<file path="config.mk">
export PLATFORM = sky130hd
export DESIGN_NAME = accel_stream_fifo
export DESIGN_NICKNAME = d
export VERILOG_FILES = /design/src/rtl/accel_pkg.sv /design/src/rtl/fifo_ram.sv /design/src/rtl/accel_stream_fifo.sv
export SDC_FILE = /design/constraint.sdc
export NUM_CORES = 1
export LEC_CHECK = 0
export ABC_AREA = 1
export BUFFER_PORTS_ARGS = -buffer_cell sky130_fd_sc_hd__buf_2
export CAP_MARGIN = 20
export CORE_UTILIZATION = 55
export CTS_BUF_LIST = sky130_fd_sc_hd__clkbuf_4 sky130_fd_sc_hd__clkbuf_8 sky130_fd_sc_hd__clkbuf_16
export DETAILED_ROUTE_END_ITERATION = 10
export MAX_ROUTING_LAYER = met4
export PLACE_DENSITY = 0.7
export REMOVE_ABC_BUFFERS = 1
export SYNTH_ARGS = -nofsm -noshare
export SYNTH_HDL_FRONTEND = slang
export SYNTH_SLANG_ARGS = --single-unit
</file>
<file path="constraint.sdc">
create_clock -name clk -period 4.73 [get_ports clk]
set_input_delay 0.2365 -clock clk [delete_from_list [all_inputs] [get_ports clk]]
set_output_delay 0.2365 -clock clk [all_outputs]
set_load 0.05 [all_outputs]
</file>
<file path="src/rtl/accel_pkg.sv">
// Shared parameters for the accelerator stream FIFOs.
// Default word width and FIFO geometry.
package accel_pkg;

  localparam int ACC_WIDTH     = 32;
  localparam int FIFO_ADDR_W   = 4;
  localparam int FIFO_AF_LEVEL = 12;

endpackage

</file>
<file path="src/rtl/fifo_ram.sv">
// Register-array storage for the stream FIFO.
// Ports: one write port (we_i/waddr_i/wdata_i), one registered read port (re_i/raddr_i/rdata_o).
module fifo_ram
  import accel_pkg::*;
#(
  parameter int WIDTH  = ACC_WIDTH,
  parameter int ADDR_W = FIFO_ADDR_W
) (
  input  logic              clk,
  input  logic              reset,
  input  logic              we_i,
  input  logic [ADDR_W-1:0] waddr_i,
  input  logic [WIDTH-1:0]  wdata_i,
  input  logic              re_i,
  input  logic [ADDR_W-1:0] raddr_i,
  output logic [WIDTH-1:0]  rdata_o
);

  localparam int DEPTH = 2**ADDR_W;

  logic [WIDTH-1:0] mem_q [DEPTH];
  logic [WIDTH-1:0] rdata_q;

  // Storage is deliberately left unreset.
  always_ff @(posedge clk) begin
    if (we_i) begin
      mem_q[waddr_i] <= wdata_i;
    end
  end

  // Same-address read/write returns the old word.
  always_ff @(posedge clk or negedge reset) begin
    if (!reset) begin
      rdata_q <= '0;
    end else if (re_i) begin
      rdata_q <= mem_q[raddr_i];
    end
  end

  assign rdata_o = rdata_q;

endmodule

</file>
<file path="src/rtl/accel_stream_fifo.sv">
// Word FIFO between top level and one accelerator, with status and sticky errors.
// Ports: put_req/data_in write, get_req/data_out/data_valid read, full/empty/almost_full/count, overflow/underflow/clr_err.
module accel_stream_fifo
  import accel_pkg::*;
#(
  parameter int WIDTH    = ACC_WIDTH,
  parameter int ADDR_W   = FIFO_ADDR_W,
  parameter int AF_LEVEL = FIFO_AF_LEVEL
) (
  input  logic              clk,
  input  logic              reset,
  input  logic              put_req,
  input  logic [WIDTH-1:0]  data_in,
  input  logic              get_req,
  output logic [WIDTH-1:0]  data_out,
  output logic              data_valid,
  output logic              full,
  output logic              empty,
  output logic              almost_full,
  output logic [ADDR_W:0]   count,
  output logic              overflow,
  output logic              underflow,
  input  logic              clr_err
);

  localparam int DEPTH = 2**ADDR_W;
  localparam logic [ADDR_W:0] DEPTH_C = DEPTH[ADDR_W:0];
  localparam logic [ADDR_W:0] AF_C    = AF_LEVEL[ADDR_W:0];

  logic [ADDR_W-1:0] wr_ptr_q, wr_ptr_d;
  logic [ADDR_W-1:0] rd_ptr_q, rd_ptr_d;
  logic [ADDR_W:0]   cnt_q, cnt_d;
  logic              ovf_q, ovf_d;
  logic              unf_q, unf_d;
  logic              dv_q;
  logic              wr_ok, rd_ok;

  assign full        = (cnt_q == DEPTH_C);
  assign empty       = (cnt_q == '0);
  assign almost_full = (cnt_q >= AF_C);

  // A put at full rides on a same-cycle pop; a get at empty never
  // falls through to the word being written.
  assign wr_ok = put_req && (!full || get_req);
  assign rd_ok = get_req && !empty;

  always_comb begin
    wr_ptr_d = wr_ptr_q;
    rd_ptr_d = rd_ptr_q;
    cnt_d    = cnt_q;
    if (wr_ok) wr_ptr_d = wr_ptr_q + 1'b1;
    if (rd_ok) rd_ptr_d = rd_ptr_q + 1'b1;
    unique case ({wr_ok, rd_ok})
      2'b10:   cnt_d = cnt_q + 1'b1;
      2'b01:   cnt_d = cnt_q - 1'b1;
      default: cnt_d = cnt_q;
    endcase
    // New error events beat a coincident clear.
    ovf_d = (put_req && !wr_ok) || (ovf_q && !clr_err);
    unf_d = (get_req && !rd_ok) || (unf_q && !clr_err);
  end

  always_ff @(posedge clk or negedge reset) begin
    if (!reset) begin
      wr_ptr_q <= '0;
      rd_ptr_q <= '0;
      cnt_q    <= '0;
      ovf_q    <= 1'b0;
      unf_q    <= 1'b0;
      dv_q     <= 1'b0;
    end else begin
      wr_ptr_q <= wr_ptr_d;
      rd_ptr_q <= rd_ptr_d;
      cnt_q    <= cnt_d;
      ovf_q    <= ovf_d;
      unf_q    <= unf_d;
      dv_q     <= rd_ok;
    end
  end

  fifo_ram #(
    .WIDTH  (WIDTH),
    .ADDR_W (ADDR_W)
  ) u_ram (
    .clk     (clk),
    .reset   (reset),
    .we_i    (wr_ok),
    .waddr_i (wr_ptr_q),
    .wdata_i (data_in),
    .re_i    (rd_ok),
    .raddr_i (rd_ptr_q),
    .rdata_o (data_out)
  );

  assign data_valid = dv_q;
  assign count      = cnt_q;
  assign overflow   = ovf_q;
  assign underflow  = unf_q;

endmodule
</file>
# Word level (Yosys, flattened, before mapping)
# Memory sizes are Yosys's and may differ from the RTL's. A register that Yosys moved wholly into a read port is not among the register bits.
# Cells that the tools add are included.
classes:
  magnitude_cmp: 1
  add_sub_neg: 4
  n_eq_ne: 3
  n_mux: 3
  reduce_logical: 17
op_table:
  columns: ["operator", "count"]
  rows:
  - ["$pmux 5 s2", 1]
  - ["$add 4x1->4 const B", 2]
  - ["$logic_and 1x1->1", 6]
  - ["$logic_not 1->1", 6]
  - ["$add 5x1->5 const B", 1]
  - ["$eq 5x5->1 const B", 1]
  - ["$ge 5x4->1 const B", 1]
  - ["$logic_not 5->1", 1]
  - ["$sub 5x1->5 const B", 1]
  - ["$logic_or 1x1->1", 3]
  - ["$eq 2x1->1 const B", 1]
  - ["$eq 2x2->1 const B", 1]
  - ["$mux 1", 2]
  - ["$reduce_bool 2->1", 1]
word_totals:
  output_inout_bits: 43
  ramBits: 512
  wordCells: 35
  register_bits: 16
  n_memories: 1
memory_table:
  columns: ["memory", "depth", "width", "rd", "rd_clocked_by_memory_dff", "write_ports", "line", "source"]
  rows:
  - ["u_ram.mem_q", 16, 32, 1, 1, 1, "fifo_ram.sv:21", "logic [WIDTH-1:0] mem_q [DEPTH];"]

# Longest topological paths before layout
logic_depth:
  word_depth: 7
  depth_mapped: 17

# Hierarchy
# A second synthesis with hierarchy kept.
unflattened:
  hier_cells: 1952
  area_unflattened_um2: 22789.4
by_module_without_submodules:
  columns: ["module", "instances", "area_each_um2", "cells_per_inst"]
  rows:
  - ["fifo_ram", 1, 21839.7, 1842]
  - ["accel_stream_fifo", 1, 949.7, 110]

# Worst setup path before layout
# OpenSTA, ideal clock, no wires.
synth_timing:
  path_type: "register -> register"
  from: "reg cnt_q[1] (netlist: count[1])"
  to: "mem u_ram.mem_q[0][0] (netlist name), enable pin"
  synth_period_minus_slack_ns: 3.390
  setup_slack_ns: 1.340
  setup_time_ns: 0.421
  arrival_ns: 2.969
  path_buffers: 0
  path_stages_with_launch: 9
  path_cell_list: "dfrtp_1 inv_1 nand4_1 nor2_1 nand2_1 nand2_2 inv_1 nand2_1 nor2_1"
synth_via:
  elab_chain_cells: 6
synth_rtl:
  columns: ["element", "line", "source"]
  rows:
  - ["start, declared", "accel_stream_fifo.sv:32", "logic [ADDR_W:0] cnt_q, cnt_d;"]
  - ["start signal, assigned", "accel_stream_fifo.sv:74", "cnt_q <= cnt_d;"]
  - ["$eq 5x5->1", "accel_stream_fifo.sv:38", "assign full = (cnt_q == DEPTH_C);"]
  - ["net full", "accel_stream_fifo.sv:17", "output logic full,"]
  - ["$logic_not 1->1", "accel_stream_fifo.sv:44", "assign wr_ok = put_req && (!full || get_req);"]
  - ["$logic_or 1x1->1", "accel_stream_fifo.sv:44", null]
  - ["$logic_and 1x1->1", "accel_stream_fifo.sv:44", null]
  - ["$mux 1", "fifo_ram.sv:26", "if (we_i) begin"]
  - ["$mux 1 (implied by the code)", "fifo_ram.sv:27", "mem_q[waddr_i] <= wdata_i;"]
  - ["end, declared", "fifo_ram.sv:21", null]
# The timed path passes the listed nets, and every way through them passes these cells.

# Worst setup path in the final report
layout_timing:
  from: "reg cnt_q[0] (netlist: count[0])"
  to: "reg cnt_q[4] (netlist: count[4])"
layout_via:
  elab_chain_cells: 6
  elab_cells_between_ends: 13
layout_rtl:
  columns: ["element", "line", "source"]
  rows:
  - ["$eq 5x5->1", "accel_stream_fifo.sv:38", null]
  - ["$logic_not 1->1", "accel_stream_fifo.sv:44", null]
  - ["$logic_or 1x1->1", "accel_stream_fifo.sv:44", null]
  - ["$logic_and 1x1->1", "accel_stream_fifo.sv:44", null]
  - ["$eq 2x1->1 or $eq 2x2->1 (tied branches)", "accel_stream_fifo.sv:53", "unique case ({wr_ok, rd_ok})"]
  - ["$pmux 5 s2 or $reduce_bool 2->1 (tied branches)", null, null]
# Several ways; a longest one is shown, not always the timed one.
# A chain may end at the register's enable or synchronous reset.

==> flow_summary.json <==
{
  "outcome": "complete, no violations",
  "grt_max_degree": 226,
  "synthXorXnorAreaFrac": 0.00308,
  "via_per_inst": 5.68,
  "worstSetupEndpointType": "flop",
  "grt.overflow.total": 0,
  "min_path_type": "primary input to flop",
  "synthArstFlopShare": 0.0857,
  "worst_setup_path_start_kind": "flop",
  "synth_cell_types": 26,
  "maxSlewHeadroom": 0.243,
  "cts.sinks": 560,
  "drive_gt1_frac": 0.115,
  "muxShareOfSynthArea": 0,
  "finalHoldViolations": 0,
  "die_height_um": 205,
  "grt_setup_unrepaired": "no",
  "numCtsBuffers": 55,
  "nets": 2042,
  "ys_seq_elements": 560,
  "first_pass_iters": 5,
  "synth_area_leader_cell": "edfxtp_1",
  "p_leak_uw": 0.00979,
  "cts_buffer_depth": 3,
  "grt_pass1_wl_um": 82700,
  "cts_tree": "done",
  "worstMarginPinSlew_ps": 1130,
  "setup_viol": 0,
  "grt_antenna_before_repair": 0,
  "ir_worst_vdd_mv": 0.751,
  "pre_cts_ws_ps": 1570,
  "path_delay_family": "buffers and inverters",
  "p_total_uw": 16300,
  "slowest_stage": "buf_4",
  "crit_path_max_incr_delay_ps": 520,
  "vias": 14600,
  "start_util": 0.557,
  "hpwl_um": 27300,
  "busiest_layer": "met2",
  "ctsResizeCount": 0,
  "yosys.area_share.simple": 0.221,
  "arrival_ps": 3650,
  "die_area_mm2": 0.0422,
  "use_met1": 0.361,
  "yosysSeqAreaShare": 0.729,
  "clkSlewWorstSetupHoldPaths_ps": 60,
  "ios": 80,
  "drtIter0Drc": 1404,
  "synth_top_area_frac": 0.676,
  "setup_slack_ps": 1560,
  "synth_ff_type": "edfxtp_1",
  "gp_congestion": 0.824,
  "numPortBuffers": 79,
  "synthTopCellsByCount": "nand2_1, edfxtp_1, nand3_1, buf_2, dfrtp_1",
  "die_w_um": 205,
  "synth_top_family_by_area": "simple AND/OR/NAND/NOR gates",
  "core_area_mm2": 0.0408,
  "grt_pass1_vias": 14300,
  "synth_fa_ha_area_frac": 0.00583,
  "period_share": 0.671,
  "syn_area_per_cell_um2": 11.7,
  "path_class": "flop to flop",
  "final_antenna_net_count": 0,
  "synth_compound_area_frac": 0.00330,
  "num_antenna_cells": 0,
  "period_minus_slack_ps": 3170,
  "post-synth-top-count-cell": "nand2_1",
  "grt_use_total": 0.270,
  "gr-usage-met2": 0.433,
  "clock_skew_ps": 13.8,
  "wl_per_cell_um": 20.8,
  "areaGrowthSynthToFinish_pct": 11.9,
  "htreeDepth": 2,
  "fmax_mhz": 315,
  "rows": 74,
  "power_density_mw_per_mm2": 639,
  "drc": 0,
  "grt_util_met3": 0.0322,
  "synthTopCellsByArea": "edfxtp_1, nand2_1, nand3_1, dfrtp_1, buf_6",
  "yosysWarnings": 0,
  "routed_wl_um": 53600,
  "drv_cap": 0,
  "synth_edf_count": 512,
  "worstSkewPairLatency_ps": 600,
  "syn_inst": 1937,
  "final_max_slew_viol_count": 0,
  "critPathMaxFanout": 40,
  "required_ps": 5210,
  "crit_top_cell": "nand2_1",
  "syn-cell-area_mm2": 0.0227,
  "path_cells": "inv_2 > nand4_1 > inv_1 > nand2_2 > nand2_2 > buf_4 > inv_2 > buf_4 > ha_1 > inv_1 > fa_1 > inv_1 > nand2_1 > nand2_1 > a21oi_1 > xor2_1 > nand2_1 > nand2_1",
  "cp.buffers_inverters": 7,
  "root_buffer": "clkbuf_16"
}
## path summary, 6_finish.rpt
kind | from | endpoint | slack (ps) | depth (start not counted)
worst max register to register | count[0] | count[4] | 1560 | 18
worst min register to register | u_ram.rdata_o[31] | u_ram.rdata_o[31] | 480 | 2
max in group asynchronous | reset | rd_ptr_q[1] | 3720 | 3
worst min-delay path | data_in[27] | u_ram.mem_q[4][27] | 20 | 1
min in group asynchronous | reset | u_ram.rdata_o[30] | 370 | 3
worst max-delay path | count[0] | count[4] | 1560 | 18
## repair_timing
item / in CTS / in global routing
hold endpoints to repair: 68 / 0
endpoints found under the setup margin: 0 / 0
setup buffers: 0 / 0
hold buffers: 6 / 0
## placed cells by master (no fill, tap or decap)
master,netlist,routed
dfrtp_1,48,44
dfrtp_2,0,2
o22ai_1,1,1
a31oi_1,1,1
buf_12,0,5
xor2_1,5,5
clkinvlp_4,0,1
buf_4,18,22
ha_1,9,9
buf_16,0,2
nand4_1,1,1
nand2_2,3,3
clkinv_2,0,9
clkbuf_16,0,55
xnor2_1,3,3
nor2_1,19,3
edfxtp_1,512,512
clkbuf_8,0,11
dfrtp_4,0,2
inv_1,21,20
nand3_1,389,389
a21oi_1,2,2
buf_2,52,79
inv_6,1,4
nand2_1,794,794
o21bai_1,1,1
nor2_4,0,16
inv_2,3,3
dlygate4sd3_1,0,6
o21ai_0,9,9
clkinv_1,1,4
bufinv_16,0,6
fa_1,1,1
clkbuf_4,0,15
## flip-flops by register name (all words and copies together) (netlist names)
| register | count |
|---|---|
| overflow | 1 |
| rd_ptr_q | 4 |
| u_ram.mem_q | 512 |
| data_valid | 1 |
| u_ram.rdata_o | 32 |
| underflow | 1 |
| count | 5 |
| wr_ptr_q | 4 |
## metrics by stage
| stage | instance area [µm²] | hold WS (ps) | TNS [ps] | cells | util |
|---|---|---|---|---|---|
| 6_report | 25500 | 24.7 | 0 | 2572 | 0.623 |
| 5_1_grt | 25500 | 23.1 | 0 | 2572 | 0.623 |
| 4_1_cts | 25500 | 0.203 | 0 | 2572 | 0.623 |
| 3_5_place_dp | 23500 | 454 | 0 | 2464 | 0.575 |
| 3_3_place_gp | 23400 | 451 | 0 | 2459 | 0.573 |
| 2_1_floorplan | 22000 | -59.1 | -69520 | 1824 | - |
## logic make-up after synthesis
kind of cell,after synthesis
DFF,560
xor gates and xnor gates,8
AOI/OAI and AO/OA,14
and+or+nand+nor,1206
buffers and inverters,139
adders and majority gates,10
## power breakdown
part	switching, µW	total [µW]	internal (µW)
Clock	1790	4520	2730
Combinational	3930	5370	1440
Sequential	365	6380	6010
Total	6090	16300	10200
## per-layer routing
metal / up-vias / routed length, µm
met3: 104 / 3540
li1: 6792 / -
met2: 559 / 26000
met5: - / 0
met1: 7151 / 22600
met4: 0 / 1420
## area by class of cell
class / instances / area, µm²
Fill cell: 3131 / 15400
Clock buffer: 81 / 1640
Multi-Input combinational cell: 1238 / 5420
Tap cell: 532 / 666
Clock inverter: 21 / 262
Inverter: 26 / 108
Timing Repair Buffer: 114 / 776
Sequential cell: 560 / 16600
Power figures use the tool's default switching activity.
